`config.mk`:
```
export PLATFORM = sky130hd
export DESIGN_NAME = player_ctl
export DESIGN_NICKNAME = d
export VERILOG_FILES = /design/src/rtl/player_ctl.sv
export SDC_FILE = /design/constraint.sdc
export NUM_CORES = 1
export LEC_CHECK = 0
export CAP_MARGIN = 10
export CORE_UTILIZATION = 30
export CTS_CLUSTER_DIAMETER = 80
export DETAILED_ROUTE_END_ITERATION = 8
export PLACE_DENSITY = 0.59
export SLEW_MARGIN = 0
export SYNTH_ARGS = -nofsm -noshare
export SYNTH_HDL_FRONTEND = slang
export SYNTH_SLANG_ARGS = --single-unit
```
`constraint.sdc`:
```
create_clock -name clk -period 5.3 [get_ports clk]
set_input_delay 1.06 -clock clk [delete_from_list [all_inputs] [get_ports clk]]
set_output_delay 1.06 -clock clk [all_outputs]
set_load 0.02 [all_outputs]
```
`src/rtl/player_ctl.sv`:
```
// player_ctl: frame-synchronous controller for the player sprite.
// Latches a direction from the four debounced buttons and moves the sprite
// by STEP pixels once every FRAME_DIV frames. The move is applied only during
// vertical blanking, so the position is stable through active video.
// Optional feature macro: PLAYER_WRAP_EN (horizontal tunnel wrap instead of
// clamping on the x axis; the y axis always clamps).
module player_ctl #(
  parameter int X_INIT    = 497,
  parameter int Y_INIT    = 369,
  parameter int SIZE      = 30,
  parameter int STEP      = 2,
  parameter int FRAME_DIV = 1,
  parameter int X_MIN     = 6,
  parameter int X_MAX     = 989,
  parameter int Y_MIN     = 6,
  parameter int Y_MAX     = 733
) (
  input  logic        clk,
  input  logic        rst,
  input  logic        vblnk,
  input  logic        game_en,
  input  logic        btn_up,
  input  logic        btn_down,
  input  logic        btn_left,
  input  logic        btn_right,
  output logic [10:0] xpos,
  output logic [10:0] ypos,
  output logic        sprite_en,
  output logic        frame_tick,
  output logic [1:0]  dir,
  output logic        moving
);

  typedef enum logic [1:0] {
    IDLE   = 2'd0,
    RUN    = 2'd1,
    UPDATE = 2'd2
  } state_t;

  localparam logic [1:0]  DIR_UP    = 2'd0;
  localparam logic [1:0]  DIR_DOWN  = 2'd1;
  localparam logic [1:0]  DIR_LEFT  = 2'd2;
  localparam logic [1:0]  DIR_RIGHT = 2'd3;

  // 12-bit working copies so x+STEP can never wrap around.
  localparam logic [11:0] STEP12    = 12'(STEP);
  localparam logic [11:0] X_MIN12   = 12'(X_MIN);
  localparam logic [11:0] X_MAX12   = 12'(X_MAX);
  localparam logic [11:0] Y_MIN12   = 12'(Y_MIN);
  localparam logic [11:0] Y_MAX12   = 12'(Y_MAX);
  localparam logic [10:0] X_MIN11   = 11'(X_MIN);
  localparam logic [10:0] X_MAX11   = 11'(X_MAX);
  localparam logic [10:0] Y_MIN11   = 11'(Y_MIN);
  localparam logic [10:0] Y_MAX11   = 11'(Y_MAX);
  localparam logic [10:0] X_INIT11  = 11'(X_INIT);
  localparam logic [10:0] Y_INIT11  = 11'(Y_INIT);
  localparam logic [7:0]  DIV_LAST  = 8'(FRAME_DIV - 1);

  state_t      state;
  state_t      state_nxt;
  logic [7:0]  counter;
  logic [7:0]  counter_nxt;
  logic        vblnk_d;
  logic        vblnk_rise;
  logic [10:0] xpos_nxt;
  logic [10:0] ypos_nxt;
  logic [1:0]  dir_nxt;
  logic        moving_nxt;
  logic [11:0] x_ext;
  logic [11:0] y_ext;
  logic [11:0] x_inc;
  logic [11:0] x_dec;
  logic [11:0] y_inc;
  logic [11:0] y_dec;
  logic        btn_any;

  assign vblnk_rise = vblnk & ~vblnk_d;
  assign btn_any    = btn_up | btn_down | btn_left | btn_right;
  assign x_ext      = {1'b0, xpos};
  assign y_ext      = {1'b0, ypos};
  assign x_inc      = x_ext + STEP12;
  assign x_dec      = x_ext - STEP12;
  assign y_inc      = y_ext + STEP12;
  assign y_dec      = y_ext - STEP12;

  // Next-state logic: frame divider, UPDATE sequencing, game_en override.
  always_comb begin
    state_nxt   = state;
    counter_nxt = counter;
    case (state)
      IDLE: begin
        counter_nxt = 8'd0;
        if (game_en) begin
          state_nxt = RUN;
        end else begin
          state_nxt = IDLE;
        end
      end
      RUN: begin
        if (!game_en) begin
          state_nxt   = IDLE;
          counter_nxt = 8'd0;
        end else if (vblnk_rise) begin
          if (counter == DIV_LAST) begin
            counter_nxt = 8'd0;
            state_nxt   = UPDATE;
          end else begin
            counter_nxt = counter + 8'd1;
            state_nxt   = RUN;
          end
        end else begin
          state_nxt = RUN;
        end
      end
      UPDATE: begin
        if (!game_en) begin
          state_nxt = IDLE;
        end else begin
          state_nxt = RUN;
        end
      end
      default: begin
        state_nxt   = IDLE;
        counter_nxt = 8'd0;
      end
    endcase
  end

  // Direction latch: highest-priority pressed button wins, otherwise hold.
  always_comb begin
    dir_nxt    = dir;
    moving_nxt = moving;
    if (!game_en) begin
      moving_nxt = 1'b0;
    end else if ((state != IDLE) && btn_any) begin
      moving_nxt = 1'b1;
      if (btn_up) begin
        dir_nxt = DIR_UP;
      end else if (btn_down) begin
        dir_nxt = DIR_DOWN;
      end else if (btn_left) begin
        dir_nxt = DIR_LEFT;
      end else begin
        dir_nxt = DIR_RIGHT;
      end
    end else begin
      moving_nxt = moving;
    end
  end

  // Position step: uses the direction latched before this UPDATE cycle.
  always_comb begin
    xpos_nxt = xpos;
    ypos_nxt = ypos;
    if ((state == UPDATE) && game_en && moving) begin
      case (dir)
        DIR_UP: begin
          if (y_ext < (Y_MIN12 + STEP12)) begin
            ypos_nxt = Y_MIN11;
          end else begin
            ypos_nxt = y_dec[10:0];
          end
        end
        DIR_DOWN: begin
          if (y_inc > Y_MAX12) begin
            ypos_nxt = Y_MAX11;
          end else begin
            ypos_nxt = y_inc[10:0];
          end
        end
        DIR_LEFT: begin
          if (x_ext < (X_MIN12 + STEP12)) begin
`ifdef PLAYER_WRAP_EN
            xpos_nxt = X_MAX11;
`else
            xpos_nxt = X_MIN11;
`endif
          end else begin
            xpos_nxt = x_dec[10:0];
          end
        end
        DIR_RIGHT: begin
          if (x_inc > X_MAX12) begin
`ifdef PLAYER_WRAP_EN
            xpos_nxt = X_MIN11;
`else
            xpos_nxt = X_MAX11;
`endif
          end else begin
            xpos_nxt = x_inc[10:0];
          end
        end
        default: begin
          xpos_nxt = xpos;
          ypos_nxt = ypos;
        end
      endcase
    end else begin
      xpos_nxt = xpos;
      ypos_nxt = ypos;
    end
  end

  // State, divider and registered outputs with synchronous reset.
  always_ff @(posedge clk) begin
    if (rst) begin
      state      <= IDLE;
      counter    <= 8'd0;
      vblnk_d    <= 1'b0;
      xpos       <= X_INIT11;
      ypos       <= Y_INIT11;
      dir        <= DIR_UP;
      moving     <= 1'b0;
      sprite_en  <= 1'b0;
      frame_tick <= 1'b0;
    end else begin
      state      <= state_nxt;
      counter    <= counter_nxt;
      vblnk_d    <= vblnk;
      xpos       <= xpos_nxt;
      ypos       <= ypos_nxt;
      dir        <= dir_nxt;
      moving     <= moving_nxt;
      sprite_en  <= (state_nxt != IDLE);
      frame_tick <= (state_nxt == UPDATE);
    end
  end

endmodule
```
==> run summary <==
critical path class: in -> reg
fraction of the yosys area taken by sequential cells: 29.1%
most area-hungry cell type in the Yosys netlist: dfxtp_1
post-CTS resize count: 0
pre-CTS setup slack: 2130 ps
maximum vdd ir drop: 0.114 mV
fin crit share: 54.6%
cell area after placement: 2980 sq um
Final setup viols: 0
count of filler cells inserted in the layout: 905
fraction of synthesized cell area taken by the top area cell type: 29.1%
number of DRC violations after detailed routing: 0
adder-cell share of the synthesized area: 2.87%
total standard cell area after synthesis: 2620 sq um
final count of hold timing violations: 0
crit path launch type: input port
largest family of logic cells by synthesized area: compound AO/OA/AOI/OAI gates
share of cells above drive strength 1: 4.63%
max capacitance violation total: 0
kind of end point of the critical path: flop
path class of the lowest-slack min-delay path: reg -> reg
synthesized net count: 363
GRT Resource Usage Total: 16.0%
arrival time worst endpoint: 3070 ps
leakage power total: 1.08 nW
antenna fix cells: 0
IO Pins: 35
Detailed Routing Iterations Pass 1: 4
RSZ-0062 raised after global routing: no
number of buffers added by the clock tree synthesis step: 5
maximum clock path buffer count: 2
total power after layout: 0.533 mW
synth warn: 0
H-tree Lvls: 2
post-CTS setup-driven buffer insertion count: 0
sum of net half-perimeters after detailed placement: 4810 um
synthesized netlist cell count: 349
insertion delay of the later-clocked pin in the worst-skew pair: 280 ps
Least-Margin Pin Slew: 871 ps
max-slew headroom at the worst pin: 41.7%
IO buf count: 34
number of nets still failing antenna checks after routing: 0
cts-stage hold buffer count: 0
clock slew at the register clock pins of the worst setup and hold paths: 70 ps
grt met1 use: 22.7%
post-synth cell types: 57
data required time at the worst endpoint: 5470 ps
full die area: 9090 sq um
average detailed-routed wire length per instance: 14.8 um
predominant post-synthesis flop cell: dfxtp_1
initial core utilization: 31.4%
status: completed
met2 routing resource usage after global routing: 24.3%
final critical delay including setup and external delays: 2900 ps
worst setup margin: 2400 ps
first-pass GRT wire length: 11500 um
complex-gate fraction of the synthesized area: 28.1%
Layout Area Growth over Synthesis: 17.6%
remaining global-route overflow: 0
Vert. Die Dim: 95.4 um
post-detailed-route via-to-cell ratio: 5.78
M3 GR Usage: 2.71%
antenna violations before repair: 0
total negative slack: 0 ps
global route hottest layer: met2
FFs w/ async S/R, synth: 0%
vias in the first global route: 2375
total wirelength of the detailed-routed design: 6970 um
Chip Width: 95.4 um
TritonCTS clock tree: built
Avg Cell Area, Syn: 7.49 sq um
area of the core: 8340 sq um
Power Density: 173 nW/um^2
number of register bits inferred by synthesis: 38
via count: 2727
maximum fanout along the worst path: 11
maximum number of pins on one net before global-route repair: 29
fmax: 345 MHz
post-synthesis xor/xnor area fraction: 3.35%
area fraction in and, or, nand and nor cells after synthesis: 27.9%
biggest area contributors in the synthesized netlist: dfxtp_1 29%, a21oi_1 5.6%, o21ai_0 5.2%
skew final: 6.52 ps
root buffer selected by CTS: clkbuf_8
final max-slew violation count: 0
fraction of synthesized area in multiplexers: 2.30%
GPL Wtd Cong: 0.871
NumNets Final: 380
number of clock sinks: 38
number of synthesized flops with an enable pin: 0
Std-Cell Rows: 33
Finished Cell Area: 3080 sq um
number of DRC violations after detailed-routing iteration 0: 163
==> metrics by stage <==
stage,hold slack (ps),util [%],instances
5_1_grt,534,36.9,472
4_1_cts,498,36.9,472
6_report,494,36.9,472
3_5_place_dp,487,35.8,464
3_3_place_gp,469,35.8,464
2_1_floorplan,458,-,349
==> power breakdown <==
| part | total, mW | switching (mW) | internal [mW] |
|---|---|---|---|
| Clock | 0.200 | 0.0948 | 0.105 |
| Sequential | 0.296 | 0.00679 | 0.289 |
| Combinational | 0.0373 | 0.0200 | 0.0173 |
| Total | 0.533 | 0.122 | 0.411 |
==> routing by layer <==
metal	wire, um	vias up
met5	0	-
met2	3210	91
li1	-	1327
met4	76	0
met1	3290	1301
met3	399	8
==> cell usage in the layout, fill, tap and decap left out, types with 3 or more instances in the layout <==
master,instances
clkbuf_8,6
or3_1,5
nand2_1,27
a221o_1,5
a31oi_1,8
inv_1,15
nor3b_1,5
xor2_1,6
a22oi_1,4
and3_1,5
dfxtp_1,38
o31ai_1,5
nor2_1,28
mux2i_1,6
a32oi_1,3
o22ai_1,3
o21ai_0,27
o211ai_1,4
o32a_1,3
clkdlybuf4s50_1,34
nor3_1,8
nand4_1,7
nand3_1,20
nand2b_1,3
nor4_1,4
xnor2_1,4
or2_2,4
and2_1,4
a21oi_1,29
ha_1,6
nor2b_1,5
==> layout make-up <==
type                            instances  area [sq um]  share of cell area (%)
Clock inverter                          1          5.00                   0.163
Timing Repair Buffer                   35           348                    11.3
Clock buffer                            7          86.3                    2.81
Inverter                               15          56.3                    1.83
Tap cell                              105           131                    4.27
Sequential cell                        38           761                    24.7
Multi-Input combinational cell        271          1690                    54.9
==> logic make-up (layout without fill, tap and decap cells) <==
kind of cell	Yosys count	after routing
compound gates	112	112
xor+xnor	10	10
fa+ha+maj	6	6
buf+inv	40	58
flops	38	38
mux	6	6
simple gates	137	137
==> final timing paths <==
kind                                 start    endpoint  slack [ps]  cells past startpoint
worst min-delay path            counter[7]  counter[7]         490                      2
worst max register to register     ypos[1]     ypos[0]        2610                      7
worst min register to register  counter[7]  counter[7]         490                      2
worst max-delay path               game_en     ypos[8]        2400                      5
==> cells in the mapped netlist, types with 3 or more instances <==
cell type	number
nand2b_1	3
o21ai_0	27
buf_2	7
xor2_1	6
or2_2	4
dfxtp_1	38
nor3b_1	5
clkbuf_1	17
nand2_1	27
o31ai_1	5
nor3_1	8
nand3_1	20
a221o_1	5
inv_1	15
nor2b_1	5
nor2_1	28
o32a_1	3
a32oi_1	3
ha_1	6
mux2i_1	6
nand4_1	7
and2_1	4
or3_1	5
o22ai_1	3
a21oi_1	29
nor4_1	4
xnor2_1	4
a31oi_1	8
o211ai_1	4
a22oi_1	4
and3_1	5
==> sequential cells by signal, summed over array words and instances, names as in the netlist <==
register,cells
sprite_en,1
ypos,11
dir,2
state,2
xpos,11
vblnk_d,1
moving,1
counter,8
frame_tick,1
==> worst max-delay path, stage by stage <==
cell and delay (ps):
clkdlybuf4s50_1 540, and4b_1 330, nor2b_1 580, o21ai_0 190, a221o_1 380
(Power assumes the default switching activity.)
